File: src/rtl/perf_counter_bank_pkg.sv
// Shared definitions for the performance counter bank: config word layout,
// read-select encodings and the per-channel config record.
package perf_pkg;

  // Bit positions inside the config word written with wr_kind = 0.
  localparam int CFG_EN      = 0;
  localparam int CFG_SAT     = 1;
  localparam int CFG_EDGE    = 2;
  localparam int CFG_SEL_LSB = 3;

  // Widest event-select field any build may use (up to 255 event lines).
  // A package type cannot follow a module parameter, so the record reserves
  // this width. Channels only ever store their real SEL_W bits, which keeps
  // the spare upper bits at zero.
  localparam int SEL_MAX_W = 8;

  // Read-port selector encodings.
  typedef enum logic [1:0] {
    RD_LIVE   = 2'd0,
    RD_SHADOW = 2'd1,
    RD_CFG    = 2'd2,
    RD_OVF    = 2'd3
  } rd_sel_e;

  // Field order matches the config word bit layout, en at bit 0. A cast to
  // an integer therefore yields the readback value directly.
  typedef struct packed {
    logic [SEL_MAX_W-1:0] sel;
    logic                 edge_mode;
    logic                 sat;
    logic                 en;
  } cfg_t;

  // Address width for n counters, never narrower than one bit.
  function automatic int idx_width(input int n);
    return (n > 1) ? $clog2(n) : 1;
  endfunction

endpackage

File: src/rtl/perf_counter_bank_if.sv
// Write/read bus of the performance counter bank. The CPU side drives it as
// master and the counter bank answers as slave.
interface perf_counter_bank_if #(
  parameter int NUM_CNT = 4,
  parameter int CNT_W   = 32
);

  localparam int IDX_W = perf_pkg::idx_width(NUM_CNT);

  logic             wr_en;
  logic [IDX_W-1:0] wr_addr;
  logic             wr_kind;
  logic [CNT_W-1:0] wr_data;
  logic [IDX_W-1:0] rd_addr;
  logic [1:0]       rd_sel;
  logic [CNT_W-1:0] rd_data;

  modport master (
    output wr_en, wr_addr, wr_kind, wr_data, rd_addr, rd_sel,
    input  rd_data
  );

  modport slave (
    input  wr_en, wr_addr, wr_kind, wr_data, rd_addr, rd_sel,
    output rd_data
  );

endinterface

File: src/rtl/perf_counter_bank_chan.sv
// One counter channel: live count, snapshot shadow, config record and sticky
// overflow flag. The parent selects the source line; the channel decides
// whether it produces a tick and how the count moves.
module perf_counter_chan
  import perf_pkg::*;
#(
  parameter int CNT_W = 32,
  parameter int SEL_W = 4
) (
  input  logic             clk,
  input  logic             reset,
  input  logic             src,
  input  logic             src_prev,
  input  logic             freeze,
  input  logic             snap,
  input  logic             wr_cfg,
  input  logic             wr_cnt,
  input  logic [CNT_W-1:0] wr_data,
  output logic [CNT_W-1:0] count,
  output logic [CNT_W-1:0] shadow,
  output logic [CNT_W-1:0] cfg_word,
  output logic [SEL_W-1:0] sel,
  output logic             ovf
);

  cfg_t             cfg_q;
  logic [CNT_W-1:0] count_q;
  logic [CNT_W-1:0] shadow_q;
  logic             ovf_q;
  logic             tick;
  logic             inc;
  logic             at_max;

  // Tick qualification: level mode counts every sampled high, edge mode only
  // the cycle where the source rose. Freeze blocks the increment alone.
  always_comb begin
    tick   = cfg_q.edge_mode ? (src & ~src_prev) : src;
    inc    = cfg_q.en & tick & ~freeze;
    at_max = &count_q;
  end

  // Live count and sticky overflow. A count write has priority over an
  // increment in the same cycle and also clears the overflow flag.
  always_ff @(posedge clk or posedge reset) begin
    if (reset) begin
      count_q <= '0;
      ovf_q   <= 1'b0;
    end else if (wr_cnt) begin
      count_q <= wr_data;
      ovf_q   <= 1'b0;
    end else if (inc) begin
      if (at_max) begin
        ovf_q <= 1'b1;
        if (!cfg_q.sat) begin
          count_q <= '0;
        end
      end else begin
        count_q <= count_q + CNT_W'(1);
      end
    end
  end

  // Snapshot takes the count as it stood before this edge, so neither a
  // same-cycle increment nor a same-cycle count write is captured.
  always_ff @(posedge clk or posedge reset) begin
    if (reset) begin
      shadow_q <= '0;
    end else if (snap) begin
      shadow_q <= count_q;
    end
  end

  // Config update becomes active on the next cycle. Only the real select
  // width is stored, so unused config bits read back as zero.
  always_ff @(posedge clk or posedge reset) begin
    if (reset) begin
      cfg_q <= '0;
    end else if (wr_cfg) begin
      cfg_q.en        <= wr_data[CFG_EN];
      cfg_q.sat       <= wr_data[CFG_SAT];
      cfg_q.edge_mode <= wr_data[CFG_EDGE];
      cfg_q.sel       <= SEL_MAX_W'(wr_data[CFG_SEL_LSB +: SEL_W]);
    end
  end

  assign count    = count_q;
  assign shadow   = shadow_q;
  assign cfg_word = CNT_W'(cfg_q);
  assign sel      = cfg_q.sel[SEL_W-1:0];
  assign ovf      = ovf_q;

endmodule

File: src/rtl/perf_counter_bank.sv
// Multi-channel performance counter bank. This level holds the event
// history, the per-channel source mux, the write decode and the
// combinational read mux. The counting itself lives in perf_counter_chan.
module perf_counter_bank
  import perf_pkg::*;
#(
  parameter int NUM_CNT = 4,
  parameter int CNT_W   = 32,
  parameter int NUM_EVT = 8
) (
  input  logic               clk,
  input  logic               reset,
  input  logic [NUM_EVT-1:0] evt_i,
  input  logic               freeze_i,
  input  logic               snap_i,
  perf_counter_bank_if.slave bus,
  output logic [NUM_CNT-1:0] ovf_o
);

  localparam int SEL_W = $clog2(NUM_EVT + 1);
  localparam int IDX_W = idx_width(NUM_CNT);

  // Bit 0 stands for the built-in cycle tick, so select value k maps
  // straight onto bit k of these vectors.
  logic [NUM_EVT:0] evt_cur;
  logic [NUM_EVT:0] evt_q;

  logic [CNT_W-1:0] count    [NUM_CNT];
  logic [CNT_W-1:0] shadow   [NUM_CNT];
  logic [CNT_W-1:0] cfg_word [NUM_CNT];
  logic [SEL_W-1:0] sel      [NUM_CNT];
  logic [NUM_CNT-1:0] src;
  logic [NUM_CNT-1:0] src_prev;
  logic [NUM_CNT-1:0] wr_cfg;
  logic [NUM_CNT-1:0] wr_cnt;
  logic [NUM_CNT-1:0] ovf;
  logic [CNT_W-1:0]   rd_word;

  assign evt_cur = {evt_i, 1'b1};

  // Select values past the last event line match nothing and yield 0.
  function automatic logic pick_src(input logic [SEL_W-1:0] s,
                                    input logic [NUM_EVT:0] lines);
    logic r;
    r = 1'b0;
    for (int k = 0; k <= NUM_EVT; k++) begin
      if (s == SEL_W'(k)) begin
        r = lines[k];
      end
    end
    return r;
  endfunction

  // Previous-cycle sources for edge detection. Bit 0 clears on reset, so an
  // edge-mode cycle counter sees exactly one rising edge after reset.
  always_ff @(posedge clk or posedge reset) begin
    if (reset) begin
      evt_q <= '0;
    end else begin
      evt_q <= evt_cur;
    end
  end

  for (genvar i = 0; i < NUM_CNT; i++) begin : g_chan
    assign src[i]      = pick_src(sel[i], evt_cur);
    assign src_prev[i] = pick_src(sel[i], evt_q);
    assign wr_cfg[i]   = bus.wr_en & ~bus.wr_kind & (bus.wr_addr == IDX_W'(i));
    assign wr_cnt[i]   = bus.wr_en &  bus.wr_kind & (bus.wr_addr == IDX_W'(i));

    perf_counter_chan #(
      .CNT_W (CNT_W),
      .SEL_W (SEL_W)
    ) u_chan (
      .clk      (clk),
      .reset    (reset),
      .src      (src[i]),
      .src_prev (src_prev[i]),
      .freeze   (freeze_i),
      .snap     (snap_i),
      .wr_cfg   (wr_cfg[i]),
      .wr_cnt   (wr_cnt[i]),
      .wr_data  (bus.wr_data),
      .count    (count[i]),
      .shadow   (shadow[i]),
      .cfg_word (cfg_word[i]),
      .sel      (sel[i]),
      .ovf      (ovf[i])
    );
  end

  // Read mux: the overflow vector ignores the address. Other selections
  // return 0 for an address with no counter behind it.
  always_comb begin
    rd_word = '0;
    if (bus.rd_sel == RD_OVF) begin
      rd_word = CNT_W'(ovf);
    end else begin
      for (int i = 0; i < NUM_CNT; i++) begin
        if (bus.rd_addr == IDX_W'(i)) begin
          case (bus.rd_sel)
            RD_LIVE:   rd_word = count[i];
            RD_SHADOW: rd_word = shadow[i];
            RD_CFG:    rd_word = cfg_word[i];
            default:   rd_word = '0;
          endcase
        end
      end
    end
  end

  assign bus.rd_data = rd_word;
  assign ovf_o       = ovf;

endmodule
File: src/flat_wrapper.sv
// flat-port wrapper written by rule: the top's interface ports become plain ports
module perf_counter_bank_flat import perf_pkg::*;
#(
  parameter int NUM_CNT = 4,
  parameter int CNT_W   = 32,
  parameter int NUM_EVT = 8
)
  (clk, reset, evt_i, freeze_i, snap_i, ovf_o, bus_wr_en, bus_wr_addr, bus_wr_kind, bus_wr_data, bus_rd_addr, bus_rd_sel, bus_rd_data);
  perf_counter_bank_if #(.NUM_CNT(NUM_CNT), .CNT_W(CNT_W)) bus_i ();
  input  logic clk;
  input  logic reset;
  input  logic [NUM_EVT-1:0] evt_i;
  input  logic freeze_i;
  input  logic snap_i;
  output logic [NUM_CNT-1:0] ovf_o;
  input wire logic [$bits(bus_i.wr_en)-1:0] bus_wr_en;
  input wire logic [$bits(bus_i.wr_addr)-1:0] bus_wr_addr;
  input wire logic [$bits(bus_i.wr_kind)-1:0] bus_wr_kind;
  input wire logic [$bits(bus_i.wr_data)-1:0] bus_wr_data;
  input wire logic [$bits(bus_i.rd_addr)-1:0] bus_rd_addr;
  input wire logic [$bits(bus_i.rd_sel)-1:0] bus_rd_sel;
  output wire logic [$bits(bus_i.rd_data)-1:0] bus_rd_data;
  assign bus_i.wr_en = bus_wr_en;
  assign bus_i.wr_addr = bus_wr_addr;
  assign bus_i.wr_kind = bus_wr_kind;
  assign bus_i.wr_data = bus_wr_data;
  assign bus_i.rd_addr = bus_rd_addr;
  assign bus_i.rd_sel = bus_rd_sel;
  assign bus_rd_data = bus_i.rd_data;
  perf_counter_bank #(.NUM_CNT(NUM_CNT), .CNT_W(CNT_W), .NUM_EVT(NUM_EVT)) u_core (.clk(clk), .reset(reset), .evt_i(evt_i), .freeze_i(freeze_i), .snap_i(snap_i), .bus(bus_i), .ovf_o(ovf_o));
endmodule
File: config.mk
export PLATFORM = sky130hd
export DESIGN_NAME = perf_counter_bank_flat
export DESIGN_NICKNAME = d
export VERILOG_FILES = /design/src/rtl/perf_counter_bank_pkg.sv /design/src/rtl/perf_counter_bank_if.sv /design/src/rtl/perf_counter_bank_chan.sv /design/src/rtl/perf_counter_bank.sv /design/src/flat_wrapper.sv
export SDC_FILE = /design/constraint.sdc
export NUM_CORES = 1
export LEC_CHECK = 0
export ABC_AREA = 1
export BUFFER_PORTS_ARGS = -buffer_cell sky130_fd_sc_hd__buf_2
export CAP_MARGIN = 20
export CORE_ASPECT_RATIO = 1.5
export CORE_MARGIN = 2
export CORE_UTILIZATION = 50
export DETAILED_ROUTE_END_ITERATION = 10
export PLACE_DENSITY_LB_ADDON = 0.15
export SYNTH_ARGS = -nofsm -noshare
export SYNTH_HDL_FRONTEND = slang
export SYNTH_SLANG_ARGS = --single-unit
File: constraint.sdc
create_clock -name clk -period 8.3 [get_ports clk]
set_input_delay 0.415 -clock clk [delete_from_list [all_inputs] [get_ports clk]]
set_output_delay 0.415 -clock clk [all_outputs]
set_load 0.01 [all_outputs]
==> results.toml, run 1 <==
[clock_tree]
clk_pin_slew_ns = 0.06
insertion_delay_ns = 0.55
cts_tree = "built"
htree_num_levels = 2
cts-root-buf = "clkbuf_16"
cts.sink_count = 297
cts.path.max_buffers = 3
cts_buffers = 34

[synth]
synth_top_area_share_pct = 38.7
synth.avg_cell_area_um2 = 6.74
yosysWarnings = 0
synth_fp_nets = 2907
synthFlopType = "dfrtp_1"
ys_seq_elements = 297
netlist_area_um2 = 19200
ys_types = 48
synthArstFlopShare_pct = 100
synthCells = 2851
synth_edf_count = 0
synth_top_area_cell = "dfrtp_1"
synthTopCellsByArea = "dfrtp_1 (39%), nand2_1 (17%), o21ai_0 (7.1%)"
seq_area_frac_synth_pct = 38.7

[critical_path]
r2r-start = "u_core.g_chan[0].u_chan.cfg_word[4]$_DFFE_PP0P_"
crit_fanout = 33
cp-startpoint = "u_core.g_chan[0].u_chan.cfg_word[4]$_DFFE_PP0P_"
cp.required_ns = 8.76
endpoint_kind = "register"
critPathKind = "reg2reg"
r2r_slack_ns = 4.76
r2r_end = "u_core.g_chan[0].u_chan.count[2]$_DFFE_PP0P_"
start_kind = "register"
reg2regPathDepth = 12
cp_data_arrival_time_ns = 4.00

[min_path]
whs_endpoint = "u_core.evt_q[1]$_DFF_PP0_"
holdCritStartpoint = "evt_i[0]"
min_delay_path_depth = 1
hold_path.class = "in2reg"

[timing]
whs_ns = 0.0146
layout_min_cycle_time_ns = 3.54
period_share_pct = 42.6
drv_slew = 0
max_slew_margin_pct = 32.6
max_freq_ghz = 0.283
setup_tns_ns = 0
setup_viol = 0
setup_slack_ns = 4.76
rsz0062_at_grt = "no"
skew_ns = 0.0260
finalHoldViolCount = 0
worst-slew-pin-transition_ns = 1.01

[power]
p_sw_share_pct = 40.6
p_leak_nw = 9.65
internal-power_mw = 3.46
power.density_nw_per_um2 = 277
irDropWorstVdd_v = 0.000208
power.total_mw = 5.82
power_frac_clock_pct = 28.9
switchingPower_mw = 2.37
p_seq_share_pct = 43.5
comb_power_share_pct = 27.6

[floorplanning]
die_height_um = 244
core_area_um2 = 38200
dieArea_um2 = 40100
ioPinCount = 88
start_util_pct = 50.3
rows = 88
fp.dieW_um = 164

[routing]
ant_nets = 0
num_vias = 20300
firstDrtPassIters = 8
via_per_inst = 6.07
wl_per_cell_um = 24.3
drt_iter0_drc = 2414
wl_um = 81300
drc = 0

[global_route]
grt_use_total_pct = 40.4
grt_pass1_wl_um = 120000
gr-total-overflow = 0
grt_max_degree = 157
grt_pass1_vias = 19000
antenna_found_initial = 4

[finish]
post-route-util_pct = 55.0
syn_to_final_growth_pct = 9.30
drive_gt1_share_pct = 7.91
diodes = 0
layout.nets = 2888

[placed_design]
place_hpwl_um = 58600
place_ws_ns = 4.48
place_congestion = 1.00
io_buffers = 87

[status]
status = "finished, final reports clean"

[flow_run]
maxCapViolCount = 0
## kinds of logic (layout without fill, tap and decap cells)
logic type | after synthesis | after routing | share of synthesized area, %
buffers and inverters | 495 | 500 | 10.2
DFF | 297 | 297 | 38.7
adders and majority gates | 4 | 4 | 0.260
muxes | 3 | 3 | 0.176
xor gates and xnor gates | 47 | 47 | 2.14
and+or+nand+nor | 1504 | 1504 | 33.8
AOI/OAI and AO/OA | 500 | 500 | 14.7
other | 1 | 1 | 0.0195
## critical path: stages (launching register included)
cell and delay [ns]:
dfrtp_1 0.52, inv_1 0.16, nor2_1 0.26, nand3_1 0.16, o21ai_1 0.15, inv_1 0.05, nand2_1 0.06, nand2_1 0.05
nand2_1 0.23, nand3_2 0.71, nand2_2 0.90, nand2_1 0.12, nand2_1 0.09
## layer usage
metal / wire [um] / global-route usage, % / vias up
met3: 6370 / 6.53 / 278
met1: 30400 / 49.1 / 9705
met2: 37000 / 63.6 / 1015
met5: 44 / 0 / -
li1: - / - / 9333
met4: 7550 / 30.7 / 6
## power by group through the flow
stage	sequential, mW	clock (mW)	combinational, mW
after floorplan	2.19	0	1.23
after global placement	2.51	0	1.53
after detailed placement	2.52	0	1.57
after CTS	2.50	1.69	1.58
after global routing	2.57	1.73	1.81
final	2.53	1.68	1.61
## state kept, by name, indices dropped and copies added, names as in the netlist
signal                         cells
u_core.g_chan.u_chan.cfg_word     28
u_core.g_chan.u_chan.shadow      128
u_core.evt_q                       9
u_core.g_chan.u_chan.ovf           4
u_core.g_chan.u_chan.count       128
## repair_timing
action	CTS	global route
endpoints found under the hold margin	1	0
hold buffers	1	0
buffers inserted	0	0
gates resized for setup	0	0
## through the flow
stage          instances  area [um^2]
2_1_floorplan       2851        19200
6_report            3351        21000
5_1_grt             3351        21000
3_3_place_gp        3288        19700
3_5_place_dp        3288        19700
4_1_cts             3349        21000
## placed cells by master, fill, tap and decap left out, types with 5 or more instances in the layout
master	synthesis	layout
a21oi_1	58	58
a221oi_1	24	24
buf_2	18	86
buf_4	10	12
clkbuf_16	0	37
clkbuf_8	0	10
dfrtp_1	297	297
inv_1	327	326
inv_2	8	9
nand2_1	874	873
nand2_2	11	12
nand3_1	266	266
nand3_2	5	5
nand4_1	64	64
nor2_1	177	175
nor2_2	5	6
nor3_1	57	57
nor4_1	10	10
o211ai_1	7	7
o21ai_0	274	274
o21ai_1	10	10
o221ai_1	14	14
o22ai_1	103	103
or2_2	15	15
xnor2_1	8	8
xor2_1	39	39
## area by class of cell
cell class | instances | area, um^2
Multi-Input combinational cell | 2059 | 9840
Timing Repair Buffer | 103 | 617
Clock inverter | 11 | 164
Tap cell | 495 | 619
Clock buffer | 49 | 1070
Inverter | 337 | 1270
Fill cell | 3820 | 17200
Sequential cell | 297 | 7430
## worst max-delay path by stage
| stage | endpoint | cells after the start | slack, ns |
|---|---|---|---|
| 2_1_floorplan | u_core.evt_q[0]$_DFF_PP0_ | 1 | 3.94 |
| 3_3_place_gp | u_core.g_chan[3].u_chan.count[3]$_DFFE_PP0P_ | 8 | 4.57 |
| 3_5_place_dp | u_core.g_chan[3].u_chan.count[4]$_DFFE_PP0P_ | 8 | 4.48 |
| 4_1_cts | u_core.g_chan[3].u_chan.count[4]$_DFFE_PP0P_ | 11 | 4.65 |
| 5_1_grt | u_core.g_chan[0].u_chan.count[2]$_DFFE_PP0P_ | 12 | 4.55 |
| 6_report | u_core.g_chan[0].u_chan.count[2]$_DFFE_PP0P_ | 12 | 4.76 |
## synthesized netlist by cell type, drive strengths merged, types with 14 or more instances
| cell | instances |
|---|---|
| o22ai | 103 |
| a221oi | 24 |
| xor2 | 39 |
| o21ai | 284 |
| nand2 | 886 |
| nand4 | 67 |
| a21oi | 58 |
| clkbuf | 117 |
| nand3 | 274 |
| o221ai | 14 |
| dfrtp | 297 |
| nor3 | 60 |
| or2 | 15 |
| buf | 41 |
| inv | 335 |
| nor2 | 186 |
No activity file was read; power rests on OpenSTA's default activity.
==> run 2: changes to the inputs <==
- clock period: 8.3 -> 3.3 ns (I/O delays scaled with it)
==> run 2 against run 1 <==
  * First-iteration DRC count is 6.3% lower
  * Power is 150% higher
  * Design area is 1.7% higher
  * Global-route usage is 1.4 points higher
  * Clock-buffer cell count is 2 higher
  * Critical path depth is 1 lower
  * Wire length is 2.9% higher
  * Fmax is 26% higher
  * Sequential share of layout area is 0.58 points lower
  * Worst hold slack better by 0.0086 ns
  * Flip-flop and latch count stayed put
  * Critical path type unchanged
  * Critical endpoint is now u_core.g_chan[2].u_chan.count[31]$_DFFE_PP0P_
==> results.toml, run 2 (synthesized netlist as in run 1, its figures left out) <==
[routing]
firstDrtPassIters = 6
wl_per_cell_um = 24.6
drc = 0
wl_um = 83700
drt_iter0_drc = 2262
ant_nets = 0
via_per_inst = 6.04
num_vias = 20500

[power]
power.total_mw = 14.4
power.density_nw_per_um2 = 675
p_leak_nw = 9.84
irDropWorstVdd_v = 0.000524

[timing]
drv_slew = 0
max_slew_margin_pct = 34.7
finalHoldViolCount = 0
max_freq_ghz = 0.358
layout_min_cycle_time_ns = 2.80
skew_ns = 0.0190
setup_viol = 0
worst-slew-pin-transition_ns = 0.979
rsz0062_at_grt = "no"
period_share_pct = 84.8

[critical_path]
path_buf_inv = 0
r2r-start = "u_core.g_chan[2].u_chan.count[0]$_DFFE_PP0P_"
cp_top_family = "simple AND/OR/NAND/NOR gates"
start_kind = "register"
crit_fanout = 32
r2r_slack_ns = 0.50
cp_data_arrival_time_ns = 3.27
reg2regPathDepth = 11
critPathMostFrequentCell = "nand2_1"
endpoint_kind = "register"
slowest_delay_ns = 0.55
critPathKind = "reg2reg"
crit_chain = "ha_1 > nand2_1 > nor3_4 > nand2_1 > nor2_1 > nand4_1 > nor3_2 > nand3_2 > nand2_2 > nand2_1 > nand2_1"
r2r_end = "u_core.g_chan[2].u_chan.count[31]$_DFFE_PP0P_"
cp.required_ns = 3.78
cp_slowest_cell = "nand2_2"

[clock_tree]
cts_buffers = 34
cts-root-buf = "clkbuf_16"
cts.sink_count = 297
cts_tree = "built"
clk_pin_slew_ns = 0.07
cts_setup_buffers = 0
cts.path.max_buffers = 3
htree_num_levels = 2
insertion_delay_ns = 0.54

[min_path]
holdCritStartpoint = "bus_wr_data[29]"
hold_path.class = "in2reg"
whs_endpoint = "u_core.g_chan[3].u_chan.count[29]$_DFFE_PP0P_"
min_delay_path_depth = 5

[status]
status = "finished, final reports clean"

[floorplanning]
rows = 88
start_util_pct = 50.3
dieArea_um2 = 40100
ioPinCount = 88
core_area_um2 = 38200
die_height_um = 244
fp.dieW_um = 164

[finish]
post-route-cell-area_um2 = 21400
final_cell_mix = "nand2_1 (873), inv_1 (326), dfrtp_1 (297)"
drive_gt1_share_pct = 8.68
syn_to_final_growth_pct = 11.1
final_common_cell = "nand2_1"
fillers = 3826
layout.nets = 2937

[placed_design]
io_buffers = 87
place_congestion = 1.07
place_hpwl_um = 61300
placed_area_um2 = 20100

[global_route]
grt_use_total_pct = 41.8
grt_pass1_wl_um = 123000
grt_pass1_vias = 19500
grt_max_degree = 132
gr-total-overflow = 0
antenna_found_initial = 5

[flow_run]
maxCapViolCount = 0
-- run 2: changes by cell type in the layout (fill, tap and decap cells not counted), sizes merged --
cell / delta
clkbuf: +2
clkinv: -2
dlygate4sd3: +15
buf: +34
diode: +1
bufinv: -2
-- run 2: worst min-delay path: stages --
cell and delay [ns]:
buf_2 0.13, nand2_1 0.07, nand2_1 0.05, nand3_1 0.07
nand2_1 0.05
-- run 2: worst max-delay path by stage --
stage | from | endpoint | cells after the start
after floorplan | reset | u_core.evt_q[0]$_DFF_PP0_ | 1
after global placement | u_core.g_chan[2].u_chan.count[0]$_DFFE_PP0P_ | u_core.g_chan[2].u_chan.count[23]$_DFFE_PP0P_ | 11
after detailed placement | u_core.g_chan[2].u_chan.count[0]$_DFFE_PP0P_ | u_core.g_chan[2].u_chan.count[25]$_DFFE_PP0P_ | 11
after CTS | u_core.g_chan[2].u_chan.count[0]$_DFFE_PP0P_ | u_core.g_chan[2].u_chan.count[25]$_DFFE_PP0P_ | 11
after global routing | u_core.g_chan[2].u_chan.count[0]$_DFFE_PP0P_ | u_core.g_chan[2].u_chan.count[25]$_DFFE_PP0P_ | 11
final | u_core.g_chan[2].u_chan.count[0]$_DFFE_PP0P_ | u_core.g_chan[2].u_chan.count[31]$_DFFE_PP0P_ | 11
-- run 2: timing repair --
| item | CTS | global route |
|---|---|---|
| gates resized for setup | 0 | 0 |
| hold buffers | 16 | 0 |
| endpoints found under the hold margin | 42 | 0 |
-- run 2: final cells by class --
| cell class | count | area [um^2] | area share, % |
|---|---|---|---|
| Clock buffer | 51 | 1040 | 4.86 |
| Timing Repair Buffer | 152 | 1070 | 5.01 |
| Multi-Input combinational cell | 2059 | 9840 | 46.0 |
| Inverter | 337 | 1270 | 5.94 |
| Tap cell | 495 | 619 | 2.90 |
| Clock inverter | 7 | 93.8 | 0.439 |
| Sequential cell | 297 | 7430 | 34.8 |
| Antenna cell | 1 | 2.50 | 0.0117 |
-- run 2: report_power, final --
part	total, mW	internal (mW)	switching (mW)
Clock	3.95	2.33	1.62
Sequential	6.17	4.74	1.43
Combinational	4.29	1.47	2.82
Total	14.4	8.55	5.87
-- run 2: metal layers --
metal  vias up  GRT usage [%]  routed length, um
met5         -              0                 50
met3       285           6.95               6610
met4         8           31.9               8030
met2      1052           66.1              38300
li1       9410              -                  -
met1      9790           50.3              30800
-- run 2: through the flow --
step / cells / TNS, ns / worst slack, ns / hold WS, ns / util, %
3_3_place_gp: 3324 / 0 / 0.643 / 0.290 / 52.5
6_report: 3399 / 0 / 0.503 / 0.0232 / 55.9
3_5_place_dp: 3324 / 0 / 0.569 / 0.292 / 52.5
4_1_cts: 3398 / 0 / 0.546 / 0.0177 / 55.9
5_1_grt: 3398 / 0 / 0.310 / 0.0914 / 55.9
2_1_floorplan: 2851 / -240.60 / -0.810 / 0.196 / -
